$ cat config.mk
export PLATFORM = sky130hd
export DESIGN_NAME = irda_tx_frame_gen
export DESIGN_NICKNAME = d
export VERILOG_FILES = /design/src/rtl/irda_pkg.sv /design/src/rtl/irda_bit_timer.sv /design/src/rtl/irda_tx_frame_gen.sv
export SDC_FILE = /design/constraint.sdc
export NUM_CORES = 1
export LEC_CHECK = 0
export BUFFER_PORTS_ARGS = -buffer_cell sky130_fd_sc_hd__buf_4
export CORE_MARGIN = 2
export CORE_UTILIZATION = 59
export CTS_CLUSTER_DIAMETER = 60
export DETAILED_ROUTE_END_ITERATION = 10
export PLACE_DENSITY = 0.82
export SLEW_MARGIN = 20
export SYNTH_ARGS = -nofsm -noshare
export SYNTH_HDL_FRONTEND = slang
export SYNTH_SLANG_ARGS = --single-unit
$ cat constraint.sdc
create_clock -name clk -period 2.4 [get_ports clk]
set_clock_uncertainty 0.15 [all_clocks]
set_input_delay 0.36 -clock clk [delete_from_list [all_inputs] [get_ports clk]]
set_output_delay 0.36 -clock clk [all_outputs]
set_load 0.1 [all_outputs]
$ cat src/rtl/irda_pkg.sv
// irda_pkg: shared constants, state type and helpers for the IrDA SIR transmitter.
package irda_pkg;

    localparam int PAR_NONE = 0;
    localparam int PAR_EVEN = 1;
    localparam int PAR_ODD  = 2;

    typedef enum logic {IDLE, SEND} tx_state_t;

    function automatic int frame_bits(int data_bits, int parity_mode, int stop_bits);
        return 1 + data_bits + ((parity_mode != PAR_NONE) ? 1 : 0) + stop_bits;
    endfunction

    // Payload arrives zero-extended to 9 bits, which leaves the XOR unchanged.
    function automatic logic parity_of(logic [8:0] data, int mode);
        return (mode == PAR_ODD) ? ~^data : ^data;
    endfunction

endpackage

$ cat src/rtl/irda_bit_timer.sv
// irda_bit_timer: bit-period cycle counter giving the period wrap and the IR pulse window.
module irda_bit_timer #(
    parameter int CLKS_PER_BIT = 16,
    parameter int PULSE_CLKS   = 3
) (
    input  logic clk,
    input  logic rst,
    input  logic ena,
    input  logic clear,
    output logic bit_end,
    output logic pulse_win
);

    localparam int CW = $clog2(CLKS_PER_BIT);

    logic [CW-1:0] cnt;

    assign bit_end   = cnt == CW'(CLKS_PER_BIT - 1);
    assign pulse_win = cnt < CW'(PULSE_CLKS);

    always_ff @(posedge clk or negedge rst) begin
        if (!rst)
            cnt <= '0;
        else if (clear)
            cnt <= '0;
        else if (ena)
            cnt <= bit_end ? '0 : cnt + CW'(1);
    end

endmodule

$ cat src/rtl/irda_tx_frame_gen.sv
// irda_tx_frame_gen: parametrised IrDA SIR transmitter with valid/ready input and RZI output.
module irda_tx_frame_gen
    import irda_pkg::*;
#(
    parameter int DATA_BITS    = 7,
    parameter int PARITY_MODE  = 1,
    parameter int STOP_BITS    = 1,
    parameter int CLKS_PER_BIT = 16,
    parameter int PULSE_CLKS   = 3
) (
    input  logic                 clk,
    input  logic                 rst,
    input  logic                 ena,
    input  logic                 tx_valid,
    input  logic [DATA_BITS-1:0] tx_data,
    output logic                 tx_ready,
    output logic                 txd_ir,
    output logic                 busy,
    output logic                 done
);

    localparam int FRAME_BITS = frame_bits(DATA_BITS, PARITY_MODE, STOP_BITS);
    // A parity slot is always reserved; without parity it holds a 1 that reads as stop.
    localparam int SW = DATA_BITS + STOP_BITS + 2;
    localparam int IW = $clog2(FRAME_BITS);

    generate
        if (DATA_BITS < 5 || DATA_BITS > 9 || PARITY_MODE < PAR_NONE || PARITY_MODE > PAR_ODD ||
            STOP_BITS < 1 || STOP_BITS > 2 || CLKS_PER_BIT < 4 ||
            PULSE_CLKS < 1 || PULSE_CLKS >= CLKS_PER_BIT) begin : g_bad_params
            $error("irda_tx_frame_gen: illegal parameter set");
        end
    endgenerate

    tx_state_t     state, state_nx;
    logic [SW-1:0] shreg, load;
    logic [IW-1:0] idx;
    logic          accept, step, last, bit_end, pulse_win;

    always_comb begin
        busy     = state == SEND;
        tx_ready = rst && ena && state == IDLE;
        accept   = tx_ready && tx_valid;
        step     = ena && busy && bit_end;
        last     = idx == IW'(FRAME_BITS - 1);
        state_nx = accept ? SEND : (step && last) ? IDLE : state;
    end

    always_comb begin
        load = {{(STOP_BITS + 1){1'b1}}, tx_data, 1'b0};
        if (PARITY_MODE != PAR_NONE)
            load[DATA_BITS+1] = parity_of(9'(tx_data), PARITY_MODE);
    end

    irda_bit_timer #(
        .CLKS_PER_BIT(CLKS_PER_BIT),
        .PULSE_CLKS  (PULSE_CLKS)
    ) u_timer (
        .clk      (clk),
        .rst      (rst),
        .ena      (ena),
        .clear    (!busy),
        .bit_end  (bit_end),
        .pulse_win(pulse_win)
    );

    always_ff @(posedge clk or negedge rst) begin
        if (!rst) begin
            state <= IDLE;
            shreg <= '0;
            idx   <= '0;
            done  <= 1'b0;
        end else begin
            state <= state_nx;
            done  <= step && last;
            if (accept) begin
                shreg <= load;
                idx   <= '0;
            end else if (step) begin
                shreg <= {1'b1, shreg[SW-1:1]};
                idx   <= idx + IW'(1);
            end
        end
    end

    // Built only from flops, so it is frozen whenever ena freezes the state.
    assign txd_ir = busy & ~shreg[0] & pulse_win;

endmodule

* After elaboration in Yosys (flattened, before gate mapping)
Cells that the tools add are included. Widths: inputs -> output; s select.
Word-level totals: bits in writable memories 0, memories 0, bits in read-only memories 0, bits in latches 0, register bits 20, output and inout port bits 4, input port bits 11
Operators by class: order comparisons 1, reductions and logical operators 9, bitwise gates (word level) 4, mux-type cells 9, $mul 0, div/mod/pow operators 0, equal/unequal tests 3, shift-type cells 0, $add $sub $neg 2
Operators by type and width (count):
- $mux 10 | 2
- $mux 4 | 5
- $reduce_xor 9->1 | 1
- $add 4x1->4 const B | 2
- $eq 4x4->1 const B | 2
- $logic_and 1x1->1 | 6
- $lt 4x2->1 const B | 1
- $reduce_bool 2->1 | 2
- $and 1x1->1 | 2
- $mux 1 | 2
- $ne 2x2->1 const B | 1
- $not 1->1 | 2

* Logic depth before layout (Yosys ltp)
word-level depth 5, mapped depth 5, depth with buffers taken out 5

* Cells and area by module
From an unflattened synthesis, not the netlist that was laid out.
Unflattened totals: cells, all modules 104, area, all modules 1023.5 um^2
Modules (own cells, without submodules):
- irda_tx_frame_gen | instances 1, sequential area each 400.4 um^2, cells an instance 83, area each 812.0 um^2
- irda_bit_timer | instances 1, sequential area each 100.1 um^2, cells an instance 21, area each 211.5 um^2

* Worst setup path before layout
OpenSTA, ideal clock, no wires.
path kind register to output, start reg state, in the netlist busy, end out txd_ir, stages on the path, launching flop included 5, arrival 3.616 ns, data required time 1.890 ns, path buffers 2, setup slack -1.726 ns, cell sequence dfrtp_1 > inv_1 > clkbuf_1 > clkbuf_1 > nor3_1
On the way: cells in the longest elaborated chain, start to end 2
Ends and longest elaborated chain:
- start, declared | line irda_tx_frame_gen.sv:35 | tx_state_t state, state_nx;
- start signal, assigned | line irda_tx_frame_gen.sv:74 | state <= state_nx;
- $and 1x1->1 (2 in a row) | line irda_tx_frame_gen.sv:87 | assign txd_ir = busy & ~shreg[0] & pulse_win;
- end, declared | line irda_tx_frame_gen.sv:17 | output logic txd_ir,
No other way between the ends.

* Final worst setup path
start reg u_timer.cnt[0], end out txd_ir
On the way: cells in the longest elaborated chain, start to end 2
Ends and longest elaborated chain:
- start, declared | line irda_bit_timer.sv:16 | logic [CW-1:0] cnt;
- start signal, assigned | line irda_bit_timer.sv:27 | cnt <= bit_end ? '0 : cnt + CW'(1);
- $lt 4x2->1 | line irda_bit_timer.sv:19 | assign pulse_win = cnt < CW'(PULSE_CLKS);
- $and 1x1->1 | line irda_tx_frame_gen.sv:87
No other way between the ends.

==> impl_metrics.json <==
{
  "slew_violations": 0,
  "synth-seq-area-share": 0.465,
  "cts_tree": "built",
  "portBuffers": 14,
  "setup_viol": 0,
  "final.min_clock_period_ns": 2.31,
  "combPwrFrac": 0.348,
  "cp-startpoint": "u_timer.cnt[0]$_DFFE_PN0P_",
  "grt_start_max_net_pins": 24,
  "total_leakage_power_nw": 0.561,
  "root_buffer": "clkbuf_4",
  "synthTopCellsByArea": "dfrtp_1, a21oi_1, o21ai_0",
  "post_drt_wl_per_cell_um": 14.1,
  "synth_largest_area_cell": "dfrtp_1",
  "clk_latency_ns": 0.31,
  "holdCritPathClass": "input pin to flip-flop",
  "synth_top_cell_area_share": 0.465,
  "gp_congestion": 0.783,
  "finalCritPeriodShare": 0.964,
  "area_delta_synth_final_pct": 20.5,
  "die_w_um": 46.7,
  "vdd_drop_max_mv": 0.696,
  "hpwl_um": 1440,
  "num_rows": 15,
  "setup.worst_path.end_class": "output port",
  "finish.instance_area_um2": 1300,
  "power.density_nw_per_um2": 939,
  "finalNetCount": 139,
  "tns_ns": 0,
  "place_area_um2": 1230,
  "crit_type": "flip-flop to output port",
  "initial_core_util": 0.623,
  "netlist_area_um2": 1080,
  "cp-start-kind": "flip-flop",
  "pwr-share-seq": 0.423,
  "postRouteAntennaNets": 0,
  "clkPwrFrac": 0.229,
  "antenna_cells": 0,
  "numCtsBuffers": 3,
  "finalHoldViolCount": 0,
  "seqCellArea_um2": 504,
  "cts_buffer_depth": 2,
  "hp-start": "tx_data[4]",
  "grt_pass1_vias": 843,
  "synthDistinctLibCells": 33,
  "status": "complete, no violations",
  "clock_sinks": 20,
  "route.detailed.drc": 0,
  "arrival_ns": 1.80,
  "cp_max_fo": 6,
  "fillers": 131,
  "core_area_um2": 1730,
  "fp.dieH_um": 46.7,
  "layout.cells.most_common": "dfrtp_1",
  "relSlewSlack": 0.672,
  "p_int_mw": 0.768,
  "grt_use_total": 0.237,
  "post-cts-setup-buffer-count": 0,
  "ys_warn_count": 0,
  "tightest_slew_ns": 0.492,
  "timing.rr.start": "u_timer.cnt[1]$_DFFE_PN0P_",
  "via_count": 876,
  "syn_area_per_cell_um2": 9.78,
  "drt-initial-drc-count": 19,
  "mostFrequentLayoutCells": "dfrtp_1, buf_4, a21oi_1",
  "grt_overflow": 0,
  "dieArea_um2": 2180,
  "grt_pass1_wl_um": 3570,
  "fmax_mhz": 432,
  "clk_pin_slew_worst_paths_ns": 0.12,
  "antenna_found_initial": 0,
  "fin_util": 0.751,
  "required_ns": 1.89,
  "wl_um": 2100,
  "vias_per_cell": 5.88,
  "ys_seq_elements": 20,
  "drive_gt1_frac": 0.242,
  "htree_levels": 1,
  "swShare": 0.369,
  "drv_cap": 0,
  "rsz0062_at_grt": "false",
  "multi_input_area_um2": 563,
  "p_switching_mw": 0.449,
  "pin_count": 15,
  "synthCells": 110,
  "firstDrtPassIters": 4,
  "syn-num-nets": 124
}
## final timing paths
path	slack [ns]	cells past startpoint	to
setup / recovery	0.09	4	txd_ir
hold / removal	0.16	3	shreg[5]$_DFFE_PN0P_
setup reg to reg	0.63	4	idx[3]$_DFFE_PN0P_
hold reg to reg	0.34	1	shreg[9]$_DFFE_PN0P_
max in group asynchronous	1.55	2	busy$_DFFE_PN0P_
min in group asynchronous	0.31	2	u_timer.cnt[0]$_DFFE_PN0P_
## layer usage
layer,track usage,share of wire
met3,0.0706,0.040
met4,0.0667,0.0091
met2,0.400,0.49
met5,0,0
met1,0.298,0.46
## logic make-up (layout without fill, tap and decap cells)
family | Yosys count | in the layout | share of synthesized area
buf+inv | 10 | 24 | 0.0384
fa+ha+maj | 3 | 3 | 0.0349
xor+xnor | 5 | 5 | 0.0663
compound gates | 38 | 38 | 0.203
flops | 20 | 20 | 0.465
mux | 1 | 1 | 0.00930
simple gates | 33 | 33 | 0.183
## registers in the layout (all words and copies together), names as in the netlist
register and count:
done 1, shreg 10, idx 4, busy 1, u_timer.cnt 4
## per-stage QoR
stage                     worst slack, ns  hold slack, ns  total power, mW  instances
after floorplan                   0.00588         -0.0856            0.828        110
after global placement              0.418           0.108            0.919        144
after detailed placement            0.391           0.111            0.934        144
after CTS                          0.0265           0.151             1.21        149
after global routing               0.0193           0.148             1.29        149
final                              0.0853           0.158             1.22        149
## worst max-delay path: stages (launching register included)
cell     delay [ns]
dfrtp_1        0.46
ha_4           0.21
or3_4          0.39
nor3_4         0.19
buf_6          0.24
## final cells by class
class                   count  area share
clock buffers               3      0.0174
inverters                   3     0.00869
multi-input cells          80       0.434
clock inverters             1      0.0232
flip-flops and latches     20       0.389
repair buffers             17       0.103
well taps                  25      0.0241
## synth_stat cells
cell type and number:
or3_1 1, nand3_1 4, a21oi_1 12, buf_2 3, nand4_4 1, inv_1 3
nor2_1 10, or2_2 1, or4_4 1, and4_2 1, o31ai_1 3, xnor2_1 1
nor3_1 3, or4_1 1, mux2i_1 1, clkbuf_1 4, o22ai_1 1, a21oi_2 1
a22oi_1 1, and3_1 1, a41oi_1 1, nand4b_1 1, xnor3_1 2, or3_2 1
o21ai_0 11, and4b_1 1, a31oi_1 8, nand2_1 4, nand2b_1 1, dfrtp_1 20
xor2_1 2, ha_1 3, nand3b_1 1
## repair_timing
item / CTS / global route
resized for setup: 0 / 1
endpoints found under the setup margin: 0 / 1
endpoints found under the hold margin: 20 / 0
hold buffers: 1 / 0
## power groups by stage
| stage | Sequential, mW | Clock [mW] | Combinational (mW) |
|---|---|---|---|
| floorplan | 0.521 | 0 | 0.308 |
| global placement | 0.516 | 0 | 0.403 |
| detailed placement | 0.521 | 0 | 0.413 |
| CTS | 0.514 | 0.284 | 0.416 |
| global route | 0.528 | 0.303 | 0.464 |
| finish | 0.515 | 0.278 | 0.423 |
(Power assumes the default switching activity.)
